===== src/rtl/arp_tx.sv =====
// arp_tx: serialises one Ethernet II / ARP request or reply frame onto GMII, one byte per clock.
// Latency: first preamble byte one clock after the accepted start pulse; 72 bytes, then tx_done.
// Backpressure: none; start pulses while busy are dropped, IFG_CYCLES idle cycles follow every frame.
module arp_tx #(
  parameter logic [47:0] BOARD_MAC  = 48'h00_0a_35_01_fe_c0,
  parameter logic [31:0] BOARD_IP   = 32'hC0_A8_00_02,
  parameter int          IFG_CYCLES = 12
) (
  input  logic        clk,
  input  logic        rst,
  input  logic        arp_tx_en,
  input  logic        arp_tx_type,
  input  logic [47:0] des_mac,
  input  logic [31:0] des_ip,
  output logic        gmii_tx_en,
  output logic [7:0]  gmii_txd,
  output logic        busy,
  output logic        tx_done
);

  typedef enum logic [2:0] {
    IDLE     = 3'd0,
    PREAMBLE = 3'd1,
    ETH_HEAD = 3'd2,
    ARP_DATA = 3'd3,
    FCS      = 3'd4,
    IFG      = 3'd5
  } state_t;

  // Last counter value of each state (counter restarts at 0 on every state change).
  localparam logic [5:0] PRE_LAST = 6'd7;
  localparam logic [5:0] ETH_LAST = 6'd13;
  localparam logic [5:0] ARP_LAST = 6'd45;   // 28 ARP bytes + 18 pad bytes
  localparam logic [5:0] FCS_LAST = 6'd3;
  localparam logic [5:0] IFG_LAST = 6'(IFG_CYCLES - 1);

  state_t      state, next_state;
  logic [5:0]  cnt;

  // Frame parameters captured at the start pulse so later input changes cannot corrupt the frame.
  logic        lat_type;
  logic [47:0] lat_mac;
  logic [31:0] lat_ip;

  logic [31:0] crc_reg;
  logic [31:0] fcs;
  logic [7:0]  tx_byte;
  logic        tx_vld;
  logic        crc_upd;
  logic        done_nxt;
  logic        busy_nxt;

  // Byte i (0 = most significant) of a MAC address.
  function automatic logic [7:0] mac_byte(input logic [47:0] m, input logic [5:0] i);
    logic [47:0] s;
    s = m << (8 * i);
    return s[47:40];
  endfunction

  // Byte i (0 = most significant) of an IPv4 address.
  function automatic logic [7:0] ip_byte(input logic [31:0] a, input logic [5:0] i);
    logic [31:0] s;
    s = a << (8 * i);
    return s[31:24];
  endfunction

  // Reflected CRC32 advanced by one byte, data consumed LSB first.
  function automatic logic [31:0] crc32_byte(input logic [31:0] c, input logic [7:0] d);
    logic [31:0] r;
    r = c ^ {24'h0, d};
    for (int i = 0; i < 8; i++) begin
      r = r[0] ? ((r >> 1) ^ 32'hEDB88320) : (r >> 1);
    end
    return r;
  endfunction

  assign fcs = ~crc_reg;

  // State register and per-state byte counter.
  always_ff @(posedge clk or posedge rst) begin
    if (rst) begin
      state <= IDLE;
      cnt   <= '0;
    end else begin
      state <= next_state;
      if ((next_state != state) || (state == IDLE))
        cnt <= '0;
      else
        cnt <= cnt + 6'd1;
    end
  end

  // Next-state: each frame section advances when its counter reaches the last byte.
  always_comb begin
    next_state = state;
    case (state)
      IDLE:     if (arp_tx_en)       next_state = PREAMBLE;
      PREAMBLE: if (cnt == PRE_LAST) next_state = ETH_HEAD;
      ETH_HEAD: if (cnt == ETH_LAST) next_state = ARP_DATA;
      ARP_DATA: if (cnt == ARP_LAST) next_state = FCS;
      FCS:      if (cnt == FCS_LAST) next_state = IFG;
      IFG:      if (cnt == IFG_LAST) next_state = IDLE;
      default:                       next_state = IDLE;
    endcase
  end

  // Output decode: the byte to present next, whether it is a frame byte and whether it feeds the CRC.
  always_comb begin
    tx_byte = 8'h00;
    tx_vld  = 1'b0;
    crc_upd = 1'b0;
    case (state)
      PREAMBLE: begin
        tx_vld  = 1'b1;
        tx_byte = (cnt == PRE_LAST) ? 8'hD5 : 8'h55;
      end
      ETH_HEAD: begin
        tx_vld  = 1'b1;
        crc_upd = 1'b1;
        if (cnt < 6'd6)
          tx_byte = lat_type ? mac_byte(lat_mac, cnt) : 8'hFF;
        else if (cnt < 6'd12)
          tx_byte = mac_byte(BOARD_MAC, cnt - 6'd6);
        else if (cnt == 6'd12)
          tx_byte = 8'h08;
        else
          tx_byte = 8'h06;
      end
      ARP_DATA: begin
        tx_vld  = 1'b1;
        crc_upd = 1'b1;
        if (cnt == 6'd1)
          tx_byte = 8'h01;                                  // HTYPE = Ethernet
        else if (cnt == 6'd2)
          tx_byte = 8'h08;                                  // PTYPE = IPv4
        else if (cnt == 6'd4)
          tx_byte = 8'h06;                                  // HLEN
        else if (cnt == 6'd5)
          tx_byte = 8'h04;                                  // PLEN
        else if (cnt == 6'd7)
          tx_byte = lat_type ? 8'h02 : 8'h01;               // OPER low byte
        else if ((cnt >= 6'd8) && (cnt < 6'd14))
          tx_byte = mac_byte(BOARD_MAC, cnt - 6'd8);        // SHA
        else if ((cnt >= 6'd14) && (cnt < 6'd18))
          tx_byte = ip_byte(BOARD_IP, cnt - 6'd14);         // SPA
        else if ((cnt >= 6'd18) && (cnt < 6'd24))
          tx_byte = lat_type ? mac_byte(lat_mac, cnt - 6'd18) : 8'h00;  // THA
        else if ((cnt >= 6'd24) && (cnt < 6'd28))
          tx_byte = ip_byte(lat_ip, cnt - 6'd24);           // TPA
        else
          tx_byte = 8'h00;                                  // zero bytes and pad
      end
      FCS: begin
        tx_vld = 1'b1;
        case (cnt[1:0])
          2'd0:    tx_byte = fcs[7:0];
          2'd1:    tx_byte = fcs[15:8];
          2'd2:    tx_byte = fcs[23:16];
          default: tx_byte = fcs[31:24];
        endcase
      end
      default: begin
        tx_byte = 8'h00;
        tx_vld  = 1'b0;
      end
    endcase
  end

  // Registered-output next values: done in the first IFG cycle, busy whenever not idle.
  always_comb begin
    done_nxt = (state == IFG) && (cnt == 6'd0);
    busy_nxt = (state != IDLE);
  end

  // Capture frame parameters on an accepted start pulse.
  always_ff @(posedge clk or posedge rst) begin
    if (rst) begin
      lat_type <= 1'b0;
      lat_mac  <= '0;
      lat_ip   <= '0;
    end else if ((state == IDLE) && arp_tx_en) begin
      lat_type <= arp_tx_type;
      lat_mac  <= des_mac;
      lat_ip   <= des_ip;
    end
  end

  // CRC register: seeded during the preamble, advanced on every header/body/pad byte.
  always_ff @(posedge clk or posedge rst) begin
    if (rst)
      crc_reg <= 32'hFFFF_FFFF;
    else if (state == PREAMBLE)
      crc_reg <= 32'hFFFF_FFFF;
    else if (crc_upd)
      crc_reg <= crc32_byte(crc_reg, tx_byte);
  end

  // Registered GMII and status outputs; txd forced to zero outside the frame.
  always_ff @(posedge clk or posedge rst) begin
    if (rst) begin
      gmii_tx_en <= 1'b0;
      gmii_txd   <= 8'h00;
      busy       <= 1'b0;
      tx_done    <= 1'b0;
    end else begin
      gmii_tx_en <= tx_vld;
      gmii_txd   <= tx_vld ? tx_byte : 8'h00;
      busy       <= busy_nxt;
      tx_done    <= done_nxt;
    end
  end

endmodule


===== config.mk =====
export PLATFORM = sky130hd
export DESIGN_NAME = arp_tx
export DESIGN_NICKNAME = d
export VERILOG_FILES = /design/src/rtl/arp_tx.sv
export SDC_FILE = /design/constraint.sdc
export NUM_CORES = 1
export LEC_CHECK = 0
export ABC_AREA = 1
export BUFFER_PORTS_ARGS = -buffer_cell sky130_fd_sc_hd__buf_2
export CORE_MARGIN = 10
export CORE_UTILIZATION = 30
export DETAILED_ROUTE_END_ITERATION = 12
export REMOVE_ABC_BUFFERS = 1
export SETUP_SLACK_MARGIN = 0.2
export SLEW_MARGIN = 10
export SYNTH_ARGS = -nofsm -noshare
export SYNTH_HDL_FRONTEND = slang
export SYNTH_SLANG_ARGS = --single-unit

===== constraint.sdc =====
create_clock -name clk -period 13.5 [get_ports clk]
set_clock_uncertainty 0.05 [all_clocks]
set_input_delay 2.7 -clock clk [delete_from_list [all_inputs] [get_ports clk]]
set_output_delay 2.7 -clock clk [all_outputs]
set_load 0.02 [all_outputs]

==> reports/qor.txt, run 1 <==
setup ws final: 8.65 ns
drt wl/cell: 15.5 um
Final min period: 4.85 ns
Arrival @ worst endpoint: 5.14 ns
Slew @ Worst Pin: 0.929 ns
post-synth top area share: 28.7%
Crit Path Class: in2reg
max_slew headroom: 38.0%
Netlist cell types: 50
DRT Pass-1 Iters: 5
reg2reg start: cnt[0]
Post-synth EDFFs: 0
clock-pin slew on the worst setup and hold paths: 0.07 ns
CTS Buffer Depth: 2
Finished Cell Area: 10200 um^2
ANT nets after route: 0
worst reg2reg endpoint: crc_reg[19]
Crit path top cell by count: buf_4
fin crit share: 35.9%
dpl cell area: 9580 um^2
cell total after placement: 1736
Num CTS Buffers: 17
Die Y: 191 um
Finished Layout Cells: 1768
post-CTS setup buffers: 0
clk_lat worst skew: 0.45 ns
cell taking the most area after synthesis: dfrtp_1
Final Routed Wirelength: 27500 um
Core Area: 28900 um^2
area grow syn2layout: 15.9%
Max Cap Viol: 0
first-pass GRT wire length: 45200 um
Setup violations, final: 0
Hold Fails Final Rpt: 0
Largest register FFs: 48
vias in the first global route: 8497
layout cells sized above 1: 18.9%
crit path max-delay cell type: buf_4
RSZ-0062 raised after global routing: no
Synth area leaders: dfrtp_1 (29%), nand2_1 (25%), dfstp_2 (9.6%)
CTS Hold Bufs: 0
via/cell ratio: 4.88
PwrDens: 90.1 nW/um^2
Remaining DRCs: 0
hpwl dp: 19400 um
Total GRT Usage: 15.4%
PortBufs: 94
CTS H-tree depth: 4
standard-cell row count: 62
Async SR Flop Fraction: 100%
maximum clock rate: 206 MHz
Crit path buffers/inverters: 4
worst-path cell chain: buf_2 -> nand3_2 -> buf_4 -> inv_2 -> buf_4 -> a2111oi_0 -> o21ai_0 -> nand2_1 -> o2111ai_1 -> a211oi_1
R2R Setup Slk: 9.11 ns
io pins: 95
Startpoint Class: primary input
Filler cells: 3131
Tightest Hold Check Type: reg2reg
Sum Neg Setup Slack: 0 ns
CP max stage delay: 0.65 ns
most numerous cell in the Yosys netlist: nand2_1
Slew Limit Fails: 0
critical path required time: 13.80 ns
CTS tree: yes
flops & latches, synth: 133
worst hold endpoint: lat_mac[47]
Netlist Area Pre-Place: 8800 um^2
Seq/Total Area, Yosys: 38.3%
die area: 36600 um^2
Register-to-Register Path Depth: 19
Die X: 191 um
root buffer cell: clkbuf_16
worst-path maximum fanout: 85
clock sink total: 133
Post-Place Setup Slack: 8.11 ns
largest net degree at the start of global routing: 86
Worst Setup End Kind: register
P_leak: 5.53 nW
Avg Cell Area, Syn: 6.79 um^2
total power: 920 uW
hold_sp: lat_mac[47]
cells after synthesis: 1296
Synth Flop Type: dfrtp_1
post_cts resized: 0
initial DRC count: 679
routability cong.: 0.935
Commonest cells post-synth: nand2_1 (587), dfrtp_1 (101), inv_1 (94), nand3_1 (81), nor2_1 (70)
Initial Util: 30.5%
status: completed
Syn. warnings: 0
initial antenna violation count: 0
Worst VDD drop: 0.0000601 V
Congestion Overflow GR: 0
Hold Path Depth: 2
Vias: 8636
crit-path leading delay family: buffers and inverters
nets@finish: 1468
# diodes: 0
[through the flow]
step | util (%) | hold WS (ns)
floorplan | - | 0.391
detailed placement | 33.2 | 0.407
global route | 35.4 | 0.452
finish | 35.4 | 0.422
CTS | 35.4 | 0.426
global placement | 33.2 | 0.408
[logic make-up after synthesis]
family,synth area share (%)
compound gates,9.01
simple gates,40.1
xor+xnor,3.24
fa+ha+maj,1.85
buf+inv,7.56
flops,38.3
[cell type report]
cell class	instances	area (um^2)	area share, %
Multi-Input combinational cell	1005	4770	46.8
Timing Repair Buffer	101	523	5.12
Inverter	113	432	4.23
Tap cell	384	480	4.71
Clock buffer	17	425	4.17
Sequential cell	133	3370	33.0
Clock inverter	15	201	1.97
[layout by cell type (no fill, tap or decap), types with 7 or more instances in the layout]
cell type	n
o21ai_0	47
o22ai_1	21
nor2_2	8
nand3_2	9
buf_4	7
nand2_2	34
dfrtp_1	100
clkbuf_16	17
inv_1	92
a21oi_1	29
nor3_1	9
inv_2	16
nand2_1	587
nor2_1	70
nand4_1	7
nand3_1	80
buf_2	94
ha_1	13
dfstp_2	32
o21ai_1	10
xor2_1	25
nand2_4	8
[layer usage]
metal,share of wire (%),routed length [um],GRT usage [%],up-vias
li1,-,-,-,4233
met1,47,12800,21.0,4103
met2,46,12600,24.2,264
met3,5.5,1500,2.59,36
met4,2.0,558,5.26,0
met5,0,0,0,-
[where the power goes]
group	switching, mW	internal (mW)	total [mW]
sequential	0	0.399	0.399
combinational	0.0124	0.00859	0.0210
clock	0.216	0.284	0.500
total	0.228	0.692	0.920
[worst max-delay path by stage]
stage	start	endpoint	slack (ns)	cells after the start
2_1_floorplan	arp_tx_en	cnt[3]	6.75	7
3_3_place_gp	arp_tx_en	cnt[3]	8.15	10
3_5_place_dp	arp_tx_en	cnt[3]	8.11	10
4_1_cts	arp_tx_en	cnt[3]	8.58	10
5_1_grt	arp_tx_en	cnt[3]	8.28	10
6_report	arp_tx_en	cnt[3]	8.65	10
[worst register-to-register path, delay by kind of cell (launching register included)]
family	cells	cell delay, ns
buf+inv	2	1.04
fa+ha+maj	1	0.57
compound gates	1	0.12
simple gates	15	2.16
flops	1	0.38
(Power assumes the default switching activity.)
==> run 2: changes to the inputs <==
- clock period: 13.5 -> 4.48 ns (I/O delays scaled with it)
==> reports/qor.txt, run 2 (synthesized netlist as in run 1, its figures left out) <==
first-pass GRT wire length: 46100 um (+2.1%)
R2R Setup Slk: 0.73 ns (-8.38 ns)
initial antenna violation count: 0 (unchanged)
hold_sp: lat_mac[13]
Core Area: 28900 um^2 (unchanged)
drt wl/cell: 16.2 um (+3.9%)
Core Util, Final: 35.2% (-0.13 points)
Final min period: 3.75 ns
root buffer cell: clkbuf_16
Final Routed Wirelength: 28600 um (+4.1%)
worst hold endpoint: lat_mac[13]
PortBufs: 94 (unchanged)
Crit path buffers/inverters: 4 (unchanged)
via/cell ratio: 4.80 (-1.7%)
clock sink total: 133 (unchanged)
total power: 2.65 mW (+190%)
most common cell after layout, fill and taps aside: nand2_1
Register-to-Register Path Depth: 28 (+9)
Arrival @ worst endpoint: 4.08 ns (-1.06 ns)
Max Cap Viol: 0 (unchanged)
routability cong.: 0.940 (+0.44%)
Crit Path Class: reg2reg
Hold Path Depth: 2 (unchanged)
standard-cell row count: 62 (unchanged)
initial DRC count: 491 (-28%)
# diodes: 0 (unchanged)
io pins: 95 (unchanged)
CTS Buffer Depth: 2 (unchanged)
vias in the first global route: 8516 (+0.22%)
crit-path leading delay family: simple AND/OR/NAND/NOR gates
CP max stage delay: 0.63 ns (-0.02 ns)
fin crit share: 83.7%
maximum clock rate: 267 MHz
largest net degree at the start of global routing: 102 (+19%)
Slew Limit Fails: 0 (unchanged)
layout cells sized above 1: 19.1% (+0.26 points)
clk_lat worst skew: 0.44 ns (about the same)
Largest register FFs: 48 (unchanged)
Crit path top cell by count: nand2_1
Num CTS Buffers: 17 (unchanged)
die area: 36600 um^2 (unchanged)
CTS Hold Bufs: 0 (unchanged)
Die X: 191 um (unchanged)
status: completed
crit path max-delay cell type: dfrtp_1
Hold Fails Final Rpt: 0 (unchanged)
Die Y: 191 um (unchanged)
Critical Path Start: cnt[2]
worst reg2reg endpoint: crc_reg[14]
Tightest Hold Check Type: reg2reg
max_slew headroom: 35.9% (-2.2 points)
Congestion Overflow GR: 0 (unchanged)
Setup violations, final: 0 (unchanged)
reg2reg start: cnt[2]
CTS H-tree depth: 4 (unchanged)
worst-path maximum fanout: 10 (-88%)
clock-pin slew on the worst setup and hold paths: 0.07 ns (about the same)
RSZ-0062 raised after global routing: no
Vias: 8497 (-1.6%)
Worst Setup End Kind: register
Slew @ Worst Pin: 0.962 ns (+0.0323 ns)
Startpoint Class: register
post-CTS setup buffers: 0 (unchanged)
P_leak: 5.50 nW (-0.52%)
Remaining DRCs: 0 (unchanged)
PwrDens: 261 nW/um^2 (+190%)
Total GRT Usage: 15.8% (+0.40 points)
Initial Util: 30.5% (unchanged)
commonest non-fill, non-tap cells in the layout: nand2_1 (587), dfrtp_1 (100), buf_2 (94)
ANT nets after route: 0 (unchanged)
Worst VDD drop: 0.000225 V (+270%)
hpwl dp: 20700 um (+6.9%)
CTS tree: yes
area grow syn2layout: 15.5%
DRT Pass-1 Iters: 7 (+2)
critical path required time: 4.81 ns (-8.99 ns)
nets@finish: 1470 (+0.14%)
[run 2: cell types whose count changed in the layout (fill, tap and decap cells not counted)]
cell / change
clkinv_4: -1
buf_4: +2
clkbuf_8: +1
clkinvlp_4: +4
bufinv_16: -2
nor2_1: -2
nor2_2: +2
clkinv_8: -2
[run 2: what timing repair did]
| action | 4_1_cts | 5_1_grt |
|---|---|---|
| resized for setup | 0 | 2 |
| hold endpoints to repair | 0 | 0 |
| endpoints found under the setup margin | 0 | 1 |
[run 2: power by group]
group | switching [mW] | internal, mW | total, mW
clock network | 0.640 | 0.749 | 1.39
registers | 0 | 1.20 | 1.20
logic | 0.0363 | 0.0258 | 0.0621
total | 0.677 | 1.98 | 2.65
[run 2: per-layer routing]
metal  up-vias  part of all wire, %  wire, um  track usage [%]
li1       4234                    -         -                -
met1      3982                   47     13500             21.5
met2       241                   45     12900             24.5
met3        40                  5.2      1490             2.88
met4         0                  2.5       726             5.95
met5         -                    0         0                0
[run 2: how the worst max path moves through the flow]
stage                     depth (start not counted)          end
after floorplan                                   7       cnt[3]
after global placement                           27  crc_reg[14]
after detailed placement                         21  crc_reg[19]
after CTS                                        21  crc_reg[19]
after global routing                             25   crc_reg[5]
final                                            28  crc_reg[14]
[run 2: worst reg2reg max path: cells and delay by family (launching register included)]
kind          cells  cell delay [ns]
fa+ha+maj         1             0.42
flops             1             0.63
simple gates     23             2.15
buf+inv           4             0.47
[run 2: final cells by class]
cell class / count / area, um^2
Clock inverter: 14 / 130
Clock buffer: 18 / 439
Tap cell: 384 / 480
Timing Repair Buffer: 103 / 538
Inverter: 113 / 432
Multi-Input combinational cell: 1005 / 4780
Sequential cell: 133 / 3370
Fill cell: 3169 / 18700
[run 2: stage by stage]
step | cells | TNS [ns] | hold slack, ns | area, um^2 | worst slack, ns
final | 1770 | 0 | 0.424 | 10200 | 0.731
after global routing | 1770 | 0 | 0.444 | 10200 | 0.383
after CTS | 1770 | 0 | 0.427 | 10200 | 0.570
after detailed placement | 1738 | 0 | 0.410 | 9590 | 0.602
after global placement | 1738 | 0 | 0.406 | 9590 | 0.679
after floorplan | 1251 | -2.62 | 0.391 | 8560 | -0.466
==> run 3: changes to the inputs <==
- ABC_AREA: 1 -> 0
- clock period: 4.48 -> 3.5 ns (I/O delays scaled with it)
==> reports/qor.txt, run 3 <==
cells after synthesis: 723 (-44%)
Die X: 187 um (-2.3%)
CTS H-tree depth: 4 (unchanged)
Synth area leaders: dfrtp_1 (30%), mux2_2 (12%), dfstp_2 (10%)
Crit path top cell by count: buf_4
Largest register FFs: 48 (unchanged)
mux cell area share after synthesis: 18.7% (+19 points)
area grow syn2layout: 38.2%
Simple-Gate Fraction of Synth Area: 11.1% (-29 points)
Synth Area in XOR/XNOR: 11.0% (+7.7 points)
Arrival @ worst endpoint: 3.79 ns (-0.29 ns)
Avg Cell Area, Syn: 11.6 um^2 (+70%)
Finished Cell Area: 11600 um^2 (+14%)
Remaining DRCs: 0 (unchanged)
PortBufs: 94 (unchanged)
worst-path maximum fanout: 6 (-4)
vias in the first global route: 7003 (-18%)
nets@finish: 1051 (-29%)
CTS Hold Bufs: 0 (unchanged)
Netlist Area Pre-Place: 8360 um^2 (-5.0%)
maximum clock rate: 285 MHz (+7.0%)
status: finished with violations
Slew Limit Fails: 0 (unchanged)
Netlist cell types: 86 (+72%)
standard-cell row count: 61 (-1.6%)
post-synth top area share: 30.2% (+1.5 points)
Tightest Hold Check Type: in2async
hpwl dp: 18400 um (-11%)
Post-synth EDFFs: 0 (unchanged)
Num CTS Buffers: 17 (unchanged)
root buffer cell: clkbuf_16
RSZ-0062 raised after global routing: yes
Hold Fails Final Rpt: 0 (unchanged)
DRT Pass-1 Iters: 5 (-2)
failing checks: setup timing
Setup violations, final: 1 (+1)
Core Area: 27600 um^2 (-4.3%)
clk_lat worst skew: 0.43 ns (about the same)
Register-to-Register Path Depth: 15 (-46%)
largest family of logic cells by synthesized area: multiplexers
critical path required time: 3.79 ns (-1.02 ns)
worst reg2reg endpoint: crc_reg[29]
dpl cell area: 10200 um^2 (+6.4%)
Crit path buffers/inverters: 5 (+1)
Final min period: 3.50 ns (-0.246 ns)
Synth Area in Adders: 2.08% (+0.23 points)
Worst VDD drop: 0.000517 V (+130%)
Max Cap Viol: 0 (unchanged)
Async SR Flop Fraction: 100% (unchanged)
# diodes: 0 (unchanged)
Seq/Total Area, Yosys: 40.3% (+2.0 points)
crit-path leading delay family: compound AO/OA/AOI/OAI gates
Final Routed Wirelength: 25100 um (-12%)
setup ws final: -0.00271 ns (-0.734 ns)
cell taking the most area after synthesis: dfrtp_1
Initial Util: 30.3% (-0.24 points)
fin crit share: 100% (+16 points)
most common cell after layout, fill and taps aside: buf_4
most numerous cell in the Yosys netlist: dfrtp_1
Core Util, Final: 41.8% (+6.6 points)
clock-pin slew on the worst setup and hold paths: 0.07 ns (about the same)
reg2reg start: cnt[1]
Congestion Overflow GR: 0 (unchanged)
CTS tree: yes
routability cong.: 0.902 (-4.0%)
Startpoint Class: register
layout cells sized above 1: 55.4% (+36 points)
worst-path cell chain: inv_2 -> ha_4 -> buf_4 -> mux4_2 -> a22o_1 -> a221oi_2 -> o31ai_2 -> buf_4 -> xor2_2 -> buf_4 -> xnor2_4 -> xor2_2 -> buf_4 -> xnor2_1 -> a21oi_1
PwrDens: 726 nW/um^2 (+180%)
P_leak: 5.09 nW (-7.3%)
CTS Buffer Depth: 2 (unchanged)
first-pass GRT wire length: 39900 um (-13%)
R2R Setup Slk: -0.003 ns (-0.73 ns)
Crit Path Class: reg2reg
Worst Setup End Kind: register
drt wl/cell: 18.6 um (+15%)
Synth Area in Compound Gates: 12.9% (+3.9 points)
Syn. warnings: 0 (unchanged)
largest net degree at the start of global routing: 82 (-20%)
via/cell ratio: 5.00 (+4.1%)
Total GRT Usage: 14.2% (-1.6 points)
Sum Neg Setup Slack: -0.00271 ns (-0.00271 ns)
initial antenna violation count: 0 (unchanged)
Slew @ Worst Pin: 0.607 ns (-0.355 ns)
Hold Slack: 0.297 ns (-0.127 ns)
clock sink total: 133 (unchanged)
Commonest cells post-synth: dfrtp_1 (101), mux2_2 (87), xnor2_1 (45), a21oi_1 (43), nor2_1 (42)
commonest non-fill, non-tap cells in the layout: buf_4 (137), dfrtp_1 (100), buf_2 (94)
max_slew headroom: 59.5% (+24 points)
die area: 35000 um^2 (-4.5%)
io pins: 95 (unchanged)
Synth Flop Type: dfrtp_1
Vias: 6722 (-21%)
Die Y: 187 um (-2.3%)
flops & latches, synth: 133 (unchanged)
ANT nets after route: 0 (unchanged)
crit path max-delay cell type: mux4_2
initial DRC count: 533 (+8.6%)
CP max stage delay: 0.50 ns (-0.13 ns)
run 3: cell types whose count changed after synthesis, sizes merged, moves of 36 or more:
cell and change:
nand2 -587, inv -98, mux2 +88, nand3 -69
xnor2 +51, nor2 -40, o21ai -36
run 3: cell families (layout without fill, tap and decap cells):
group,after synthesis,after routing
adder cells (fa/ha/maj),14,14
flip-flops,133,133
buffers and inverters,60,304
multiplexers,115,115
AND/OR/NAND/NOR,173,173
AO/OA/AOI/OAI,150,150
XOR/XNOR,78,78
run 3: layout make-up:
cell class | instances | area [um^2]
Clock buffer | 17 | 425
Clock inverter | 15 | 133
Fill cell | 2613 | 16100
Inverter | 13 | 52.6
Multi-Input combinational cell | 530 | 5200
Sequential cell | 133 | 3370
Tap cell | 378 | 473
Timing Repair Buffer | 259 | 1910
run 3: how the worst max path moves through the flow:
stage                         from           to  slack [ns]  cells after the start
final                       cnt[1]  crc_reg[29]      -0.003                     15
after global routing        cnt[1]  crc_reg[19]       -0.18                     16
after CTS                   cnt[1]  crc_reg[19]       -0.01                     16
after detailed placement    cnt[1]  crc_reg[22]       -0.31                     15
after global placement      cnt[1]  crc_reg[19]       -0.27                     15
after floorplan           state[2]    lat_ip[0]       -1.43                      3
run 3: through the flow:
stage	setup slack (ns)	cells	total power, mW
floorplan	-1.43	676	4.71
finish	-0.00271	1345	8.39
global placement	-0.273	1291	5.77
detailed placement	-0.315	1291	5.83
CTS	-0.00962	1333	8.03
global route	-0.180	1345	8.89
run 3: layer usage:
metal  vias up  track usage, %  part of all wire (%)
met3        38            2.82                   4.6
met1      3346            19.3                    46
met4         0            4.78                   2.4
li1       3106               -                     -
met2       232            22.0                    47
met5         -               0                     0
run 3: worst reg2reg max path, cell delays in order, from the launching register on:
cell and delay, ns:
dfrtp_1 0.39, inv_2 0.07, ha_4 0.28, buf_4 0.17
mux4_2 0.50, a22o_1 0.23, a221oi_2 0.29, o31ai_2 0.10
buf_4 0.15, xor2_2 0.13, buf_4 0.17, xnor2_4 0.20
xor2_2 0.21, buf_4 0.18, xnor2_1 0.10, a21oi_1 0.19
run 3: what timing repair did:
item                                    CTS  global route
setup buffers                            10            12
endpoints found under the setup margin   27            27
pin swaps                                22            22
resized for setup                        64            33
hold endpoints to repair                  0             0
run 3: report_power, final:
| group | leakage, nW | switching [mW] | total (mW) | internal (mW) |
|---|---|---|---|---|
| Sequential | 1.61 | 0.309 | 2.35 | 2.04 |
| Clock | 0.271 | 0.780 | 1.71 | 0.934 |
| Combinational | 3.21 | 1.81 | 4.33 | 2.52 |
| Total | 5.09 | 2.90 | 8.39 | 5.49 |
